### config.mk
export PLATFORM = sky130hd
export DESIGN_NAME = param_deserializer
export DESIGN_NICKNAME = d
export VERILOG_FILES = /design/src/rtl/deser_pkg.sv /design/src/rtl/deser_shift_core.sv /design/src/rtl/param_deserializer.sv
export SDC_FILE = /design/constraint.sdc
export NUM_CORES = 1
export LEC_CHECK = 0
export BUFFER_PORTS_ARGS = -buffer_cell sky130_fd_sc_hd__buf_4
export CAP_MARGIN = 15
export CORE_MARGIN = 2
export CORE_UTILIZATION = 35
export CTS_CLUSTER_DIAMETER = 200
export DETAILED_ROUTE_END_ITERATION = 12
export SLEW_MARGIN = 20
export SYNTH_ARGS = -nofsm -noshare
export SYNTH_HDL_FRONTEND = slang
export SYNTH_SLANG_ARGS = --single-unit
export TNS_END_PERCENT = 5
### constraint.sdc
create_clock -name clk -period 2.8 [get_ports clk]
set_clock_uncertainty 0.15 [all_clocks]
set_input_delay 0.84 -clock clk [delete_from_list [all_inputs] [get_ports clk]]
set_output_delay 0.84 -clock clk [all_outputs]
set_load 0.01 [all_outputs]
### src/rtl/deser_pkg.sv
// Shared definitions for the serial-to-parallel deserializer:
// FSM state encoding and the bit-counter width helper.
package deser_pkg;

  localparam logic [1:0] ST_HUNT  = 2'd0;
  localparam logic [1:0] ST_SHIFT = 2'd1;
  localparam logic [1:0] ST_PAR   = 2'd2;

  typedef enum logic [1:0] {
    HUNT  = ST_HUNT,   // waiting for the first start-of-frame
    SHIFT = ST_SHIFT,  // collecting data bits
    PAR   = ST_PAR     // collecting the parity bit (parity builds only)
  } deser_state_t;

  // Bits needed to count bit positions 0..width-1 (never less than one).
  function automatic int count_width(input int width);
    return (width <= 2) ? 1 : $clog2(width);
  endfunction

endpackage

### src/rtl/deser_shift_core.sv
// Shift register and bit counter for the deserializer.
// A bit is written straight to its final position in the word, so the
// bit order (LSB- or MSB-first) costs nothing but the index calculation.
// word_next is the word including the bit being taken this cycle, which
// lets the top register a completed word on the same edge as its last bit.
module deser_shift_core
  import deser_pkg::*;
#(
  parameter  int WIDTH     = 8,
  parameter  bit MSB_FIRST = 1'b0,
  localparam int CW        = count_width(WIDTH)
) (
  input  logic             clk,
  input  logic             reset,
  input  logic             ser_in,
  input  logic             take,       // capture ser_in this cycle
  input  logic             first,      // captured bit is bit 0 of a new word
  output logic [WIDTH-1:0] word_q,     // word assembled so far
  output logic [WIDTH-1:0] word_next,  // word including this cycle's bit
  output logic [CW-1:0]    count,      // bits already held for the current word
  output logic             done        // this cycle's bit completes the word
);

  logic [CW-1:0] pos;
  logic [CW-1:0] idx;
  logic [CW-1:0] count_nxt;

  // Position of the incoming bit, the updated word and the next count.
  // NOTE: every signal driven here gets a default first, so no path leaves
  // a value unassigned and no latch is inferred.
  always_comb begin
    pos       = first ? '0 : count;
    idx       = MSB_FIRST ? (CW'(WIDTH - 1) - pos) : pos;
    word_next = first ? '0 : word_q;
    word_next[idx] = ser_in;
    done      = take && (pos == CW'(WIDTH - 1));
    count_nxt = done ? '0 : (pos + CW'(1));
  end

  // Commit the captured bit and the advanced count.
  // NOTE: state registers use non-blocking assignments so every flop in the
  // design samples its inputs from before the clock edge.
  always_ff @(posedge clk or negedge reset) begin
    if (!reset) begin
      word_q <= '0;
      count  <= '0;
    end else if (take) begin
      word_q <= word_next;
      count  <= count_nxt;
    end
  end

endmodule

### src/rtl/param_deserializer.sv
// Parametrised serial-to-parallel converter with frame sync, bit-enable
// and a 1-deep valid/ready output register.
// Optional feature: define PARITY_CHECK_EN to expect an even-parity bit
// after every word; bad words are dropped and flagged on parity_err.
module param_deserializer
  import deser_pkg::*;
#(
  parameter int WIDTH     = 8,
  parameter bit MSB_FIRST = 1'b0
) (
  input  logic             clk,
  input  logic             reset,
  input  logic             ser_in,
  input  logic             bit_valid,
  input  logic             sof,
  output logic [WIDTH-1:0] data_out,
  output logic             data_valid,
  input  logic             data_ready,
  output logic             overrun,
  output logic             sync_err,
  output logic             parity_err
);

  localparam int CW = count_width(WIDTH);

  deser_state_t     state_q;
  logic             take;
  logic             first;
  logic             resync;
  logic             deliver;
  logic             par_bad;
  logic [WIDTH-1:0] word_q;
  logic [WIDTH-1:0] word_next;
  logic [WIDTH-1:0] cand;
  logic [CW-1:0]    count;
  logic             core_done;

  deser_shift_core #(
    .WIDTH     (WIDTH),
    .MSB_FIRST (MSB_FIRST)
  ) u_core (
    .clk       (clk),
    .reset     (reset),
    .ser_in    (ser_in),
    .take      (take),
    .first     (first),
    .word_q    (word_q),
    .word_next (word_next),
    .count     (count),
    .done      (core_done)
  );

  // A word finishing on a data bit is still in flight (word_next); one
  // finishing on its parity bit is already stored in the core (word_q).
  assign cand = (state_q == PAR) ? word_q : word_next;

  // Decode this cycle's serial bit into core controls and word events.
  always_comb begin
    take    = 1'b0;
    first   = 1'b0;
    resync  = 1'b0;
    deliver = 1'b0;
    par_bad = 1'b0;
    case (state_q)
      HUNT: begin
        if (bit_valid && sof) begin
          take  = 1'b1;
          first = 1'b1;
        end
      end
      SHIFT: begin
        if (bit_valid) begin
          take   = 1'b1;
          first  = sof;
          resync = sof && (count != '0);
`ifndef PARITY_CHECK_EN
          deliver = core_done;
`endif
        end
      end
      PAR: begin
        if (bit_valid) begin
          if (sof) begin
            // A new frame instead of a parity bit abandons the stored word.
            take   = 1'b1;
            first  = 1'b1;
            resync = 1'b1;
          end else if (^{word_q, ser_in}) begin
            par_bad = 1'b1;
          end else begin
            deliver = 1'b1;
          end
        end
      end
      default: ;
    endcase
  end

  // FSM transitions, output register, handshake and event pulses.
  always_ff @(posedge clk or negedge reset) begin
    if (!reset) begin
      state_q    <= HUNT;
      data_out   <= '0;
      data_valid <= 1'b0;
      overrun    <= 1'b0;
      sync_err   <= 1'b0;
      parity_err <= 1'b0;
    end else begin
      case (state_q)
        HUNT:  if (bit_valid && sof) state_q <= SHIFT;
`ifdef PARITY_CHECK_EN
        SHIFT: if (core_done) state_q <= PAR;
        PAR:   if (bit_valid) state_q <= SHIFT;
`else
        SHIFT: state_q <= SHIFT;
`endif
        default: state_q <= HUNT;
      endcase

      overrun    <= 1'b0;
      sync_err   <= resync;
      parity_err <= par_bad;

      // The register may refill in the same cycle its word is taken.
      if (deliver && (!data_valid || data_ready)) begin
        data_out   <= cand;
        data_valid <= 1'b1;
      end else begin
        if (deliver) overrun <= 1'b1;
        if (data_valid && data_ready) data_valid <= 1'b0;
      end
    end
  end

endmodule
==> impl_metrics.sql <==
INSERT INTO impl_metrics (metric_group, metric, value, unit) VALUES
('worst_setup_path', 'worst-setup-path-type', 'in -> reg', ''),
('global_routing', 'antenna_found_initial', '0', ''),
('global_routing', 'grt_remaining_overflow', '0', ''),
('cts', 'holdBufCountCts', '0', ''),
('route', 'remaining_drc_errors', '0', ''),
('route', 'routed_wirelength', '2.34', 'mm'),
('cts', 'root_buffer_cell', 'clkbuf_4', ''),
('pwr', 'p_per_area', '726', 'nW/um^2'),
('floorplan', 'floorplan.rows', '21', ''),
('outcome', 'run_status', 'complete, no violations', ''),
('worst_setup_path', 'critPathArrivalTime', '2.38', 'ns'),
('floorplan', 'floorplan.die_area', '3850', 'um^2'),
('worst_setup_path', 'worst_setup_path_end_kind', 'flip-flop', ''),
('cts', 'cts_inserted_buffers', '3', ''),
('worst_setup_path', 'cp-startpoint', 'sof', ''),
('worst_setup_path', 'critical_path.cell_chain', 'buf_4 > and2_2 > nor2_1 > ha_1 > ha_1 > and3_1 > and2_1 > a31oi_1', ''),
('global_routing', 'grt_pass1_wl', '3.88', 'mm'),
('yosys', 'synth.yosys.warnings', '0', ''),
('cts', 'postCtsSetupBuffers', '0', ''),
('hold_path', 'worstHoldPathType', 'in -> async', ''),
('cts', 'tritoncts', 'yes', ''),
('route', 'drt-wirelength-per-cell', '13.0', 'um'),
('worst_setup_path', 'start_kind', 'input pin', ''),
('sta', 'timing.fmax', '428', 'MHz'),
('pwr', 'cellLeakagePower', '0.605', 'nW'),
('floorplan', 'floorplan.core_area', '3280', 'um^2'),
('cts', 'clk_transition_reported_paths', '0.13', 'ns'),
('sta', 'final_hold_viol_count', '0', ''),
('floorplan', 'initial_utilization', '35.9', '%'),
('sta', 'finalWorstPathRequiredPeriod', '2.34', 'ns'),
('global_routing', 'grt_usage', '13.4', '%'),
('yosys', 'synth_cell_types', '34', ''),
('yosys', 'synth.yosys.seq_area_share', '48.8', '%'),
('floorplan', 'die_h', '62.1', 'um'),
('route', 'detailedRoute.firstIterationViolations', '32', ''),
('yosys', 'post_syn_area_per_cell', '9.83', 'um^2'),
('yosys', 'synthXorXnorAreaFrac', '0', '%'),
('yosys', 'synth_top_family_by_area', 'simple AND/OR/NAND/NOR gates', ''),
('route', 'detail_route.vias_per_cell', '4.99', ''),
('cells_and_area', 'area_delta_synth_final', '15.0', '%'),
('sta', 'timing.final.crit_share', '83.4', '%'),
('route', 'number_of_detailed_routing_iterations_run_before_antenna_repair', '4', ''),
('cts', 'post_cts_resized', '0', ''),
('cells_and_area', 'insertedDiodeCount', '0', ''),
('yosys', 'post_synthesis_cell_count', '120', ''),
('sta', 'final_max_slew_viol_count', '0', ''),
('yosys', 'yosys.area_share.adder', '2.12', '%'),
('route', 'detail-route-antenna-nets', '0', ''),
('worst_setup_path', 'worst-endpoint-required', '2.84', 'ns'),
('run', 'max_cap_check_violation_count', '0', ''),
('yosys', 'synth_compound_gate_area_share', '17.7', '%'),
('worst_setup_path', 'r2r_start', 'u_core.count[0]$_DFFE_PN0N_', ''),
('global_routing', 'pin_count_of_the_biggest_net_entering_global_routing', '24', ''),
('sta', 'hold-worst-slack', '0.251', 'ns'),
('yosys', 'total_of_flip_flops_plus_latches_after_synthesis', '23', ''),
('worst_setup_path', 'critical_path.max_stage_delay', '0.35', 'ns'),
('cells_and_area', 'final.fill_count', '332', ''),
('sta', 'setup-tns-final', '0', 'ns'),
('cts', 'cts_num_sinks', '23', ''),
('sta', 'rsz0062_at_grt', 'false', ''),
('worst_setup_path', 'cpMostUsedCell', 'ha_1', ''),
('pwr', 'peakVddDrop', '0.182', 'mV'),
('route', 'via_count', '898', ''),
('sta', 'timing.final.setup_violations', '0', ''),
('worst_setup_path', 'timing.critical_path.fanout_max', '8', ''),
('cells_and_area', 'nets', '143', ''),
('cts', 'cts_max_level', '1', ''),
('yosys', 'postSynthNetCount', '128', ''),
('cells_and_area', 'drive_above_1_share', '20.1', '%'),
('cts', 'clock_tree.buffer_depth', '2', ''),
('place', 'place.gp.congestion', '0.759', ''),
('global_routing', 'grt_pass1_vias', '842', ''),
('floorplan', 'floorplan.io_pins', '18', ''),
('yosys', 'synthMuxAreaShare', '3.50', '%'),
('yosys', 'combined_area_of_all_synthesized_cells', '1180', 'um^2'),
('place', 'portBuffers', '16', ''),
('cts', 'worst_skew_pair.late_latency', '0.30', 'ns'),
('floorplan', 'die_w', '62.1', 'um'),
('worst_setup_path', 'cp_slowest_cell', 'and3_1', ''),
('place', 'dp_wirelength', '1.71', 'mm'),
('yosys', 'synthSimpleGateAreaFrac', '22.0', '%');
==> path summary, 6_finish.rpt <==
kind	end	slack, ns	cells after the start
worst max-delay path	data_out[0]$_DFFE_PN0P_	0.46	8
worst min-delay path	u_core.word_q[4]$_DFFE_PN0N_	0.25	1
worst max register to register	data_out[0]$_DFFE_PN0P_	0.59	7
worst min register to register	data_out[2]$_DFFE_PN0P_	0.35	1
max in group asynchronous	state_q[0]$_DFFE_PN0P_	2.03	1
min in group clk	data_out[2]$_DFFE_PN0P_	0.35	1
==> kinds of logic (layout without fill, tap and decap cells) <==
| logic type | count (synthesis) | in the layout |
|---|---|---|
| buffers and inverters | 14 | 28 |
| other | 1 | 1 |
| and+or+nand+nor | 42 | 42 |
| adders and majority gates | 2 | 2 |
| muxes | 4 | 4 |
| DFF | 23 | 23 |
| AOI/OAI and AO/OA | 34 | 34 |
==> registers in the layout, indices dropped and copies added, names as in the netlist <==
signal and count:
overrun 1, u_core.count 3, data_out 8, sync_err 1
state_q 1, data_valid 1, u_core.word_q 8
==> cell usage in the layout, fill, tap and decap left out, types with 2 or more instances in the layout <==
cell and instances:
nand2_1 5, nor2_1 3, nand3b_1 3, mux2i_1 3, dfrtp_1 23, a31oi_1 5, o21ai_0 3, clkbuf_4 3
nand4b_1 2, and2_1 4, and3_1 3, o22ai_1 4, a21oi_1 10, nand2b_1 4, buf_4 18, a22o_1 2
ha_1 2, o21ai_1 4, nand3_1 10, o2bb2ai_1 3, nor3b_2 2, inv_1 6
==> metal layers <==
layer | vias to the layer above | part of all wire [%] | global-route usage [%]
met3 | 2 | 2.6 | 1.24
met1 | 416 | 49 | 18.7
met4 | 0 | 1.2 | 5.47
li1 | 461 | - | -
met2 | 19 | 47 | 21.3
met5 | - | 0 | 0
==> synth_stat cells, drive strengths merged <==
cell     number  area share [%]
a21oi        10             4.2
a22o          2             1.5
a31oi         5             2.7
and2          5             2.8
and3          3             1.6
buf           7             3.4
clkbuf        1            0.32
conb          1            0.32
dfrtp        23              49
ha            2             2.1
inv           6             1.9
mux2          1            0.95
mux2i         3             2.5
nand2         6             2.1
nand2b        4             2.1
nand3        10             4.2
nand3b        3             1.9
nand4         1            0.53
nand4b        2             1.5
nor2          3            0.95
nor3          1            0.85
nor3b         2             2.1
o211ai        1            0.64
o21a          1            0.64
o21ai         7             3.0
o22ai         4             2.1
o2bb2ai       3             2.2
o32ai         1            0.74
or3           1            0.53
or3b          1            0.74
==> worst max-delay path: cells and delay by family <==
family | cells | cell delay, ns
AOI/OAI and AO/OA | 1 | 0.11
adders and majority gates | 2 | 0.37
buffers and inverters | 1 | 0.13
and+or+nand+nor | 4 | 0.93
==> area by class of cell <==
type / instances / area, um^2 / area share, %
Clock buffer: 3 / 22.5 / 1.66
Clock inverter: 1 / 5.00 / 0.369
Inverter: 6 / 22.5 / 1.66
Multi-Input combinational cell: 83 / 538 / 39.7
Sequential cell: 23 / 576 / 42.4
Tap cell: 46 / 57.6 / 4.24
Timing Repair Buffer: 18 / 135 / 9.96
==> power breakdown <==
part	internal (mW)	switching [mW]	total, mW	leakage, nW
Clock	0.0532	0.0989	0.152	0.0177
Combinational	0.169	0.150	0.318	0.291
Sequential	0.421	0.0930	0.514	0.296
==> metrics by stage <==
stage,cell area (um^2),power [mW],util (%),setup slack [ns],std cells
floorplan,1180,0.718,-,0.323,120
global placement,1330,0.840,40.5,0.224,176
detailed placement,1330,0.842,40.5,0.131,176
CTS,1360,0.993,41.3,0.464,180
global route,1360,1.06,41.3,0.336,180
finish,1360,0.985,41.3,0.464,180
Note: power is estimated with default switching activity, not from simulation.
